==> src/rtl/fpu_issue_unit_if.sv <==
// Handshake and operand bus between decode/execute, the issue unit, the fpu and writeback.
// slave is the issue unit's view; master is the surrounding pipeline's view.
interface fpu_issue_unit_if;
   logic        start;
   logic        flush;
   logic [31:0] data1;
   logic [31:0] data2;
   logic [31:0] data3;
   logic [4:0]  select;
   logic [4:0]  dest;
   logic [31:0] fpu_result;
   logic [31:0] fpu_data1;
   logic [31:0] fpu_data2;
   logic [31:0] fpu_data3;
   logic [4:0]  fpu_select;
   logic        busy;
   logic [31:0] result;
   logic [4:0]  result_dest;
   logic        result_valid;
   logic        illegal;

   modport slave (
      input  start, flush, data1, data2, data3, select, dest, fpu_result,
      output fpu_data1, fpu_data2, fpu_data3, fpu_select,
             busy, result, result_dest, result_valid, illegal
   );

   modport master (
      output start, flush, data1, data2, data3, select, dest, fpu_result,
      input  fpu_data1, fpu_data2, fpu_data3, fpu_select,
             busy, result, result_dest, result_valid, illegal
   );
endinterface

==> src/rtl/fpu_issue_unit.sv <==
// Issue/sequencing stage for the combinational fpu: holds operands for an op-dependent
// number of cycles, then captures the result and pulses it to writeback with its tag.
module fpu_issue_unit #(
   parameter int unsigned LAT_SIMPLE = 1,
   parameter int unsigned LAT_ADDSUB = 2,
   parameter int unsigned LAT_MUL    = 3,
   parameter int unsigned LAT_DIV    = 8,
   parameter int unsigned LAT_FMA    = 4
) (
   input  logic             clk,
   input  logic             rst,
   fpu_issue_unit_if.slave  bus_io
);

   localparam int unsigned DATA_W = 32;
   localparam int unsigned SEL_W  = 5;
   localparam int unsigned CNT_W  = 4;

   typedef enum logic [1:0] {
      IDLE = 2'd0,
      EXEC = 2'd1,
      DONE = 2'd2
   } state_e;

   state_e              state_q, state_d;
   logic [CNT_W-1:0]    cnt_q, cnt_d;
   logic [SEL_W-1:0]    tag_q, tag_d;
   logic                op_illegal_q, op_illegal_d;
   logic [DATA_W-1:0]   fpu_data1_q, fpu_data1_d;
   logic [DATA_W-1:0]   fpu_data2_q, fpu_data2_d;
   logic [DATA_W-1:0]   fpu_data3_q, fpu_data3_d;
   logic [SEL_W-1:0]    fpu_select_q, fpu_select_d;
   logic [DATA_W-1:0]   result_q, result_d;
   logic [SEL_W-1:0]    result_dest_q, result_dest_d;
   logic                result_valid_q, result_valid_d;
   logic                illegal_q, illegal_d;
   logic                busy_q, busy_d;
   logic                accept;

   // Settle time in cycles for each operation class
   function automatic logic [CNT_W-1:0] lat_of(input logic [SEL_W-1:0] sel);
      logic [CNT_W-1:0] lat;
      lat = CNT_W'(LAT_SIMPLE);
      if (sel inside {5'd1, 5'd2})            lat = CNT_W'(LAT_ADDSUB);
      else if (sel == 5'd3)                   lat = CNT_W'(LAT_MUL);
      else if (sel inside {5'd4, 5'd13})      lat = CNT_W'(LAT_DIV);
      else if (sel inside {[5'd14:5'd17]})    lat = CNT_W'(LAT_FMA);
      return lat;
   endfunction

   assign accept = (state_q != EXEC) && bus_io.start && !bus_io.flush;

   always_comb begin
      state_d        = state_q;
      cnt_d          = cnt_q;
      tag_d          = tag_q;
      op_illegal_d   = op_illegal_q;
      fpu_data1_d    = fpu_data1_q;
      fpu_data2_d    = fpu_data2_q;
      fpu_data3_d    = fpu_data3_q;
      fpu_select_d   = fpu_select_q;
      result_d       = result_q;
      result_dest_d  = result_dest_q;
      result_valid_d = 1'b0;
      illegal_d      = 1'b0;
      busy_d         = busy_q;

      case (state_q)
         IDLE, DONE: begin
            if (accept) begin
               fpu_data1_d  = bus_io.data1;
               fpu_data2_d  = bus_io.data2;
               fpu_data3_d  = bus_io.data3;
               fpu_select_d = bus_io.select;
               tag_d        = bus_io.dest;
               op_illegal_d = (bus_io.select >= 5'd21);
               cnt_d        = lat_of(bus_io.select) - CNT_W'(1);
               state_d      = EXEC;
               busy_d       = 1'b1;
            end else begin
               state_d = IDLE;
               busy_d  = 1'b0;
            end
         end
         EXEC: begin
            if (cnt_q != '0) begin
               cnt_d = cnt_q - CNT_W'(1);
            end else begin
               result_d       = op_illegal_q ? '0 : bus_io.fpu_result;
               result_dest_d  = tag_q;
               result_valid_d = 1'b1;
               illegal_d      = op_illegal_q;
               state_d        = DONE;
               busy_d         = 1'b0;
            end
         end
         default: begin
            state_d = IDLE;
            busy_d  = 1'b0;
         end
      endcase

      // Abort overrides everything, including a same-cycle start; data registers keep their values
      if (bus_io.flush) begin
         state_d        = IDLE;
         result_valid_d = 1'b0;
         illegal_d      = 1'b0;
         busy_d         = 1'b0;
      end
   end

   always_ff @(posedge clk or posedge rst) begin
      if (rst) begin
         state_q        <= IDLE;
         cnt_q          <= '0;
         tag_q          <= '0;
         op_illegal_q   <= 1'b0;
         fpu_data1_q    <= '0;
         fpu_data2_q    <= '0;
         fpu_data3_q    <= '0;
         fpu_select_q   <= '0;
         result_q       <= '0;
         result_dest_q  <= '0;
         result_valid_q <= 1'b0;
         illegal_q      <= 1'b0;
         busy_q         <= 1'b0;
      end else begin
         state_q        <= state_d;
         cnt_q          <= cnt_d;
         tag_q          <= tag_d;
         op_illegal_q   <= op_illegal_d;
         fpu_data1_q    <= fpu_data1_d;
         fpu_data2_q    <= fpu_data2_d;
         fpu_data3_q    <= fpu_data3_d;
         fpu_select_q   <= fpu_select_d;
         result_q       <= result_d;
         result_dest_q  <= result_dest_d;
         result_valid_q <= result_valid_d;
         illegal_q      <= illegal_d;
         busy_q         <= busy_d;
      end
   end

   assign bus_io.fpu_data1    = fpu_data1_q;
   assign bus_io.fpu_data2    = fpu_data2_q;
   assign bus_io.fpu_data3    = fpu_data3_q;
   assign bus_io.fpu_select   = fpu_select_q;
   assign bus_io.busy         = busy_q;
   assign bus_io.result       = result_q;
   assign bus_io.result_dest  = result_dest_q;
   assign bus_io.result_valid = result_valid_q;
   assign bus_io.illegal      = illegal_q;

endmodule

==> src/flat_wrapper.sv <==
// flat-port wrapper written by rule: the top's interface ports become plain ports
module fpu_issue_unit_flat 
#(
   parameter int unsigned LAT_SIMPLE = 1,
   parameter int unsigned LAT_ADDSUB = 2,
   parameter int unsigned LAT_MUL    = 3,
   parameter int unsigned LAT_DIV    = 8,
   parameter int unsigned LAT_FMA    = 4
)
  (clk, rst, bus_io_start, bus_io_flush, bus_io_data1, bus_io_data2, bus_io_data3, bus_io_select, bus_io_dest, bus_io_fpu_result, bus_io_fpu_data1, bus_io_fpu_data2, bus_io_fpu_data3, bus_io_fpu_select, bus_io_busy, bus_io_result, bus_io_result_dest, bus_io_result_valid, bus_io_illegal);
  fpu_issue_unit_if bus_io_i ();
  input  logic clk;
  input  logic rst;
  input wire logic [$bits(bus_io_i.start)-1:0] bus_io_start;
  input wire logic [$bits(bus_io_i.flush)-1:0] bus_io_flush;
  input wire logic [$bits(bus_io_i.data1)-1:0] bus_io_data1;
  input wire logic [$bits(bus_io_i.data2)-1:0] bus_io_data2;
  input wire logic [$bits(bus_io_i.data3)-1:0] bus_io_data3;
  input wire logic [$bits(bus_io_i.select)-1:0] bus_io_select;
  input wire logic [$bits(bus_io_i.dest)-1:0] bus_io_dest;
  input wire logic [$bits(bus_io_i.fpu_result)-1:0] bus_io_fpu_result;
  output wire logic [$bits(bus_io_i.fpu_data1)-1:0] bus_io_fpu_data1;
  output wire logic [$bits(bus_io_i.fpu_data2)-1:0] bus_io_fpu_data2;
  output wire logic [$bits(bus_io_i.fpu_data3)-1:0] bus_io_fpu_data3;
  output wire logic [$bits(bus_io_i.fpu_select)-1:0] bus_io_fpu_select;
  output wire logic [$bits(bus_io_i.busy)-1:0] bus_io_busy;
  output wire logic [$bits(bus_io_i.result)-1:0] bus_io_result;
  output wire logic [$bits(bus_io_i.result_dest)-1:0] bus_io_result_dest;
  output wire logic [$bits(bus_io_i.result_valid)-1:0] bus_io_result_valid;
  output wire logic [$bits(bus_io_i.illegal)-1:0] bus_io_illegal;
  assign bus_io_i.start = bus_io_start;
  assign bus_io_i.flush = bus_io_flush;
  assign bus_io_i.data1 = bus_io_data1;
  assign bus_io_i.data2 = bus_io_data2;
  assign bus_io_i.data3 = bus_io_data3;
  assign bus_io_i.select = bus_io_select;
  assign bus_io_i.dest = bus_io_dest;
  assign bus_io_i.fpu_result = bus_io_fpu_result;
  assign bus_io_fpu_data1 = bus_io_i.fpu_data1;
  assign bus_io_fpu_data2 = bus_io_i.fpu_data2;
  assign bus_io_fpu_data3 = bus_io_i.fpu_data3;
  assign bus_io_fpu_select = bus_io_i.fpu_select;
  assign bus_io_busy = bus_io_i.busy;
  assign bus_io_result = bus_io_i.result;
  assign bus_io_result_dest = bus_io_i.result_dest;
  assign bus_io_result_valid = bus_io_i.result_valid;
  assign bus_io_illegal = bus_io_i.illegal;
  fpu_issue_unit #(.LAT_SIMPLE(LAT_SIMPLE), .LAT_ADDSUB(LAT_ADDSUB), .LAT_MUL(LAT_MUL), .LAT_DIV(LAT_DIV), .LAT_FMA(LAT_FMA)) u_core (.clk(clk), .rst(rst), .bus_io(bus_io_i));
endmodule
==> config.mk <==
export PLATFORM = sky130hd
export DESIGN_NAME = fpu_issue_unit_flat
export DESIGN_NICKNAME = d
export VERILOG_FILES = /design/src/rtl/fpu_issue_unit_if.sv /design/src/rtl/fpu_issue_unit.sv /design/src/flat_wrapper.sv
export SDC_FILE = /design/constraint.sdc
export NUM_CORES = 1
export LEC_CHECK = 0
export CAP_MARGIN = 10
export CORE_ASPECT_RATIO = 0.7
export CORE_MARGIN = 5
export CORE_UTILIZATION = 46
export CTS_BUF_LIST = sky130_fd_sc_hd__clkbuf_4 sky130_fd_sc_hd__clkbuf_8
export DETAILED_ROUTE_END_ITERATION = 7
export HOLD_SLACK_MARGIN = 0.08
export MAX_ROUTING_LAYER = met4
export PLACE_DENSITY = 0.94
export RECOVER_POWER = 100
export SYNTH_ARGS = -nofsm -noshare
export SYNTH_HDL_FRONTEND = slang
export SYNTH_SLANG_ARGS = --single-unit
==> constraint.sdc <==
create_clock -name clk -period 8.6 [get_ports clk]
set_input_delay 0.86 -clock clk [delete_from_list [all_inputs] [get_ports clk]]
set_output_delay 0.86 -clock clk [all_outputs]
set_load 0.02 [all_outputs]
After elaboration in Yosys (flattened, before gate mapping)
Index checks and enable logic that the tools add are counted.
{ "totals": {"regBits": 153, "latch_bits": 0, "ram_bits": 0, "romBits": 0, "in_bits": 142, "out_inout_bits": 141, "word_cells": 67, "memories": 0} }
{ "op_classes": {"n_addsub": 2, "mul": 0, "div_mod_pow": 0, "order_cmp": 3, "n_eq_ne": 11, "n_shift": 0, "muxes": 24, "n_bitwise": 1, "n_reduce_logical": 13} }
{ "op_table": {"columns": ["operator", "n"], "rows": [
  ["32-bit 2-to-1 mux", 1],
  ["4-bit 2-to-1 mux", 7],
  ["5-bit by 2-bit == test with 1-bit output, second input constant", 2],
  ["1-bit 2-to-1 mux", 10],
  ["4-bit one-hot mux with 2 select lines", 1],
  ["4-bit by 1-bit subtractor with 4-bit output, second input constant", 2],
  ["2-bit by 1-bit inequality test with 1-bit output, second input constant", 3],
  ["2-bit nonzero test", 3],
  ["5-bit by 1-bit == test with 1-bit output, second input constant", 1],
  ["5-bit by 3-bit == test with 1-bit output, second input constant", 1],
  ["5-bit by 4-bit == test with 1-bit output, second input constant", 1],
  ["5-bit by 4-bit greater-or-equal comparator with 1-bit output, second input constant", 1],
  ["5-bit greater-or-equal comparator, second input constant", 1],
  ["5-bit less-or-equal comparator, second input constant", 1],
  ["2-bit 2-to-1 mux", 2],
  ["2-bit one-hot mux with 2 select lines", 1],
  ["2-bit AND reduction", 2],
  ["4-bit nonzero test", 1],
  ["1-bit logical AND", 3],
  ["3-bit 2-to-1 mux", 1],
  ["3-bit inequality test, second input constant", 1],
  ["3-bit AND reduction", 1],
  ["2-bit by 1-bit == test with 1-bit output, second input constant", 1],
  ["2-bit == test, second input constant", 1],
  ["other kinds (5)", 5]
]} }

Longest topological paths before layout
{ "logic_depth": {"depth_word": 11, "mapped_depth": 8, "ltp_nobuf": 8} }

Worst setup path after synthesis
No wires, ideal clock.
{ "synth_path": {"path_type": "input to register", "start": "in bus_io_select[3]", "end": "reg u_core.cnt_q[2]", "setup_ns": 0.088, "t_arrival_ns": 2.235, "t_required_ns": 8.512, "path_slack_ns": 6.277, "path_stages": 8, "n_path_buf": 0, "path_cell_list": "or4b_1 > a31oi_1 > nor3_1 > a21oi_1 > ha_1 > nand2b_1 > a21oi_1 > nor3b_1"} }
{ "synth_between": {"elab_chain_cells": 11, "elab_cells_between_ends": 19, "classes_between": "1 x add/sub; 2 x order compare; 5 x eq/ne; 8 x mux; 3 x reduce/logical"} }
{ "synth_rtl": {"columns": ["item", "line", "source"], "rows": [
  ["from (decl)", "flat_wrapper.sv:19", "input wire logic [$bits(bus_io_i.select)-1:0] bus_io_select;"],
  ["5-bit by 4-bit greater-or-equal comparator with 1-bit output or 5-bit less-or-equal comparator (tied branches)", "fpu_issue_unit.sv:47", "else if (sel inside {[5'd14:5'd17]}) lat = CNT_W'(LAT_FMA);"],
  ["1-bit logical AND", "fpu_issue_unit.sv:47", null],
  ["3-bit 2-to-1 mux", "fpu_issue_unit.sv:47", null],
  ["4-bit 2-to-1 mux", "fpu_issue_unit.sv:46", "else if (sel inside {5'd4, 5'd13}) lat = CNT_W'(LAT_DIV);"],
  ["4-bit 2-to-1 mux", "fpu_issue_unit.sv:45", "else if (sel == 5'd3) lat = CNT_W'(LAT_MUL);"],
  ["4-bit 2-to-1 mux *", "fpu_issue_unit.sv:44", "if (sel inside {5'd1, 5'd2}) lat = CNT_W'(LAT_ADDSUB);"],
  ["4-bit 2-to-1 mux *", "fpu_issue_unit.sv:70", "if (accept) begin"],
  ["4-bit 2-to-1 mux *", "fpu_issue_unit.sv:68", "case (state_q)"],
  ["4-bit by 1-bit subtractor with 4-bit output *", "fpu_issue_unit.sv:77", "cnt_d = lat_of(bus_io.select) - CNT_W'(1);"],
  ["4-bit 2-to-1 mux *", "fpu_issue_unit.sv:70", null],
  ["4-bit one-hot mux with 2 select lines *", "fpu_issue_unit.sv:68", null],
  ["to (signal assigned)", "fpu_issue_unit.sv:129", "cnt_q <= cnt_d;"],
  ["to (decl)", "fpu_issue_unit.sv:26", "logic [CNT_W-1:0] cnt_q, cnt_d;"]
]} }
Every way passes the cells marked *; elsewhere a longest branch is shown, timed or not. The select of a mux whose other input is x is not followed.
A chain may end at the register's enable or synchronous reset.

Final worst setup path
{ "layout_path": {"start": "in bus_io_flush", "end": "reg u_core.fpu_data3_q[2] (netlist: u_core.bus_io.fpu_data3[2])"} }
{ "layout_between": {"elab_chain_cells": 3} }
{ "layout_rtl": {"columns": ["item", "line", "source"], "rows": [
  ["from (decl)", "flat_wrapper.sv:15", "input wire logic [$bits(bus_io_i.flush)-1:0] bus_io_flush;"],
  ["1-bit zero test", "fpu_issue_unit.sv:51", "assign accept = (state_q != EXEC) && bus_io.start && !bus_io.flush;"],
  ["1-bit logical AND", "fpu_issue_unit.sv:51", null],
  ["2-bit AND reduction (no line)", null, null],
  ["to (signal assigned)", "fpu_issue_unit.sv:134", "fpu_data3_q <= fpu_data3_d;"],
  ["to (decl)", "fpu_issue_unit.sv:31", "logic [DATA_W-1:0] fpu_data3_q, fpu_data3_d;"]
]} }
Every way passes these cells.

==> insert_results.sql <==
INSERT INTO impl_metrics (metric_group, metric, value, unit) VALUES
('placement', 'portBuffers', '282', ''),
('run', 'max_cap_violations', '3', ''),
('die', 'die_x', '147', 'um'),
('cts', 'bufs_on_longest_clock_path', '2', ''),
('layout', 'final_cell_mix', 'sky130_fd_sc_hd__nand2_1 (354), sky130_fd_sc_hd__dfrtp_1 (153), sky130_fd_sc_hd__dlygate4sd3_1 (143)', ''),
('layout', 'final_util', '0.715', ''),
('die', 'die_area', '0.0156', 'mm2'),
('power', 'power_density', '276', 'mW/mm2'),
('cts', 'clk_latency', '0.44', 'ns'),
('layout', 'layout.cells.most_common', 'sky130_fd_sc_hd__nand2_1', ''),
('worst_setup_path', 'cells_traversed_along_the_worst_timing_path', 'dlygate4sd3_1 > or3b_1 > clkbuf_1 > nand2_1 > nand2_1', ''),
('detailed_routing', 'first_iter_violations', '298', ''),
('cts', 'clkSinkCount', '153', ''),
('detailed_routing', 'average_wire_per_cell_in_the_routed_design', '15.8', 'um'),
('cts', 'cts_tree', 'done', ''),
('timing', 'tightest_slew', '4.27', 'ns'),
('global_route', 'grtUsageMet2', '0.370', ''),
('layout', 'post_layout_nonfiller_instances', '1106', ''),
('timing', 'period_minus_slack', '4.92', 'ns'),
('cts', 'htreeDepth', '4', ''),
('timing', 'finalSetupTns', '0', 'ns'),
('global_route', 'first_global_vias', '5545', ''),
('cts', 'ctsRootBufferMaster', 'sky130_fd_sc_hd__clkbuf_8', ''),
('yosys', 'synth_cells', '656', ''),
('cts', 'cts_buffers', '17', ''),
('power', 'p_leak', '4.62', 'nW'),
('run_status', 'violated_checks', 'capacitance limit, slew limit', ''),
('worst_setup_path', 'worstPathBufferInverterCount', '2', ''),
('global_route', 'antenna_found_initial', '0', ''),
('hold_path', 'worst_hold_path_type', 'reg2reg', ''),
('worst_setup_path', 'setup.worst_path.start_class', 'primary input', ''),
('global_route', 'grt_pass1_wl', '28.0', 'mm'),
('layout', 'area_delta_synth_final', '54.0', '%'),
('die', 'fp.coreArea', '0.0130', 'mm2'),
('detailed_routing', 'drt_pass1_iterations', '5', ''),
('timing', 'rsz0062_at_grt', 'false', ''),
('detailed_routing', 'via_per_inst', '4.83', ''),
('layout', 'fin_nets', '1070', ''),
('worst_setup_path', 'cp_data_required_time', '8.97', 'ns'),
('worst_setup_path', 'critPathKind', 'in2reg', ''),
('die', 'io-pin-count', '283', ''),
('layout', 'ant_diodes', '0', ''),
('run_status', 'outcome', 'finished with violations', ''),
('timing', 'clock_skew', '0.0122', 'ns'),
('detailed_routing', 'antenna_violating_nets_post_route', '0', ''),
('die', 'rows', '35', ''),
('worst_setup_path', 'critPathCaptureType', 'register', ''),
('worst_setup_path', 'worst_path_largest_cell_delay', '2.11', 'ns'),
('yosys', 'synth_nets', '799', ''),
('worst_setup_path', 'crit_fanout', '68', ''),
('yosys', 'synth.ff_latch_count', '153', ''),
('global_route', 'grt_overflow', '0', ''),
('worst_setup_path', 'kind_of_cell_adding_the_most_delay_to_the_critical_path', 'buffers and inverters', ''),
('global_route', 'grt_start_max_net_pins', '100', ''),
('timing', 'setup_viol', '0', ''),
('layout', 'drive_gt1_frac', '0.0415', ''),
('cts', 'cts-hold-fix-buffers', '0', ''),
('yosys', 'library_cells_used_by_synthesis', '32', ''),
('yosys', 'yosys_warnings', '0', ''),
('global_route', 'grt_most_used_layer', 'met2', ''),
('power', 'worst_ir_drop_vdd', '0.154', 'mV'),
('layout', 'layout.filler_cells', '957', ''),
('cts', 'clkSlewWorstSetupHoldPaths', '0.09', 'ns'),
('die', 'start_util', '0.465', ''),
('worst_setup_path', 'critical_path.most_common_cell', 'sky130_fd_sc_hd__nand2_1', ''),
('global_route', 'gr-usage-met1', '0.280', ''),
('timing', 'maxSlewViolCount', '215', ''),
('yosys', 'synth-seq-area-share', '0.634', ''),
('cts', 'post-cts-setup-buffers', '0', ''),
('placement', 'hpwl_after_dpl', '12.8', 'mm'),
('global_route', 'grt_use_met3', '0.0908', '');
-- report_power, final --
part	switching (mW)	leakage (nW)	internal, mW	total (mW)
logic	0.560	2.54	0.437	0.997
clock network	0.290	0.182	0.220	0.510
registers	0.126	1.90	0.938	1.06
-- area by class of cell --
type | instances | area [um2] | share of cell area
well taps | 166 | 208 | 0.0223
repair buffers | 287 | 2850 | 0.307
flip-flops and latches | 153 | 3830 | 0.411
clock inverters | 13 | 114 | 0.0122
inverters | 3 | 12.5 | 0.00134
multi-input cells | 465 | 2030 | 0.219
clock buffers | 19 | 255 | 0.0274
-- worst min-delay path: cells and delay by family, from the launching register on --
kind	cells	cell delay, ns
flops	1	0.34
simple gates	2	0.10
-- sequential cells by signal (all words and copies together), names as in the netlist --
| register | cells |
|---|---|
| u_core.bus_io.fpu_data1 | 32 |
| u_core.bus_io.fpu_select | 5 |
| u_core.bus_io.fpu_data2 | 32 |
| u_core.bus_io.illegal | 1 |
| u_core.bus_io.result | 32 |
| u_core.state_q | 2 |
| u_core.bus_io.result_dest | 5 |
| u_core.bus_io.busy | 1 |
| u_core.cnt_q | 4 |
| u_core.bus_io.result_valid | 1 |
| u_core.tag_q | 5 |
| u_core.bus_io.fpu_data3 | 32 |
| u_core.op_illegal_q | 1 |
-- synthesized netlist by cell type, drive strengths merged --
| cell type | n | share of area |
|---|---|---|
| nor3b | 2 | 0.0025 |
| nor4 | 2 | 0.0046 |
| o31ai | 1 | 0.0012 |
| nand2 | 354 | 0.22 |
| clkbuf | 18 | 0.011 |
| buf | 17 | 0.014 |
| nand3 | 1 | 0.00083 |
| or3b | 1 | 0.0014 |
| nor3 | 3 | 0.0025 |
| a32o | 1 | 0.0017 |
| ha | 1 | 0.0021 |
| nor2 | 5 | 0.0031 |
| a31oi | 1 | 0.0010 |
| nor2b | 2 | 0.0021 |
| a21oi | 5 | 0.0041 |
| o211ai | 1 | 0.0012 |
| o21a | 2 | 0.0025 |
| mux2i | 1 | 0.0017 |
| o21ai | 37 | 0.031 |
| o41ai | 1 | 0.0014 |
| o2111ai | 1 | 0.0014 |
| dfrtp | 153 | 0.63 |
| inv | 3 | 0.0019 |
| nand2b | 35 | 0.036 |
| or4b | 2 | 0.0033 |
| mux2 | 5 | 0.012 |
| and2 | 1 | 0.0010 |
-- metrics by stage --
stage	cell area (um2)	setup slack, ns	hold slack (ns)
final	9310	3.68	0.473
after detailed placement	8960	5.54	0.461
after CTS	9330	6.01	0.483
after global placement	8960	5.60	0.456
after floorplan	6040	3.62	0.442
after global routing	9310	3.28	0.496
-- metal layers --
| metal | share of wire | wire, um | up-vias |
|---|---|---|---|
| met5 | 0 | 0 | - |
| met4 | 0.017 | 303 | 0 |
| met3 | 0.092 | 1610 | 25 |
| met2 | 0.48 | 8330 | 207 |
| met1 | 0.41 | 7230 | 2513 |
| li1 | - | - | 2593 |
-- worst paths after layout --
check | startpoint | endpoint | slack (ns) | depth (start not counted)
max | bus_io_flush | u_core.bus_io.fpu_data3[2] | 3.68 | 5
min | u_core.bus_io.fpu_data1[15] | u_core.bus_io.fpu_data1[15] | 0.47 | 2
max reg2reg | u_core.state_q[0] | u_core.bus_io.fpu_data3[2] | 4.42 | 4
min reg2reg | u_core.bus_io.fpu_data1[15] | u_core.bus_io.fpu_data1[15] | 0.47 | 2
max in group asynchronous | rst | u_core.bus_io.fpu_data2[4] | 4.30 | 3
min in group asynchronous | rst | u_core.bus_io.fpu_data3[30] | 2.16 | 2
-- cells by family (layout without fill, tap and decap cells) --
| family | after synthesis | in the layout | share of synthesized area |
|---|---|---|---|
| AOI/OAI and AO/OA | 50 | 50 | 0.0460 |
| adders and majority gates | 1 | 1 | 0.00207 |
| DFF | 153 | 153 | 0.634 |
| and+or+nand+nor | 408 | 408 | 0.278 |
| muxes | 6 | 6 | 0.0135 |
| buffers and inverters | 38 | 322 | 0.0271 |
No activity file was read; power rests on OpenSTA's default activity.
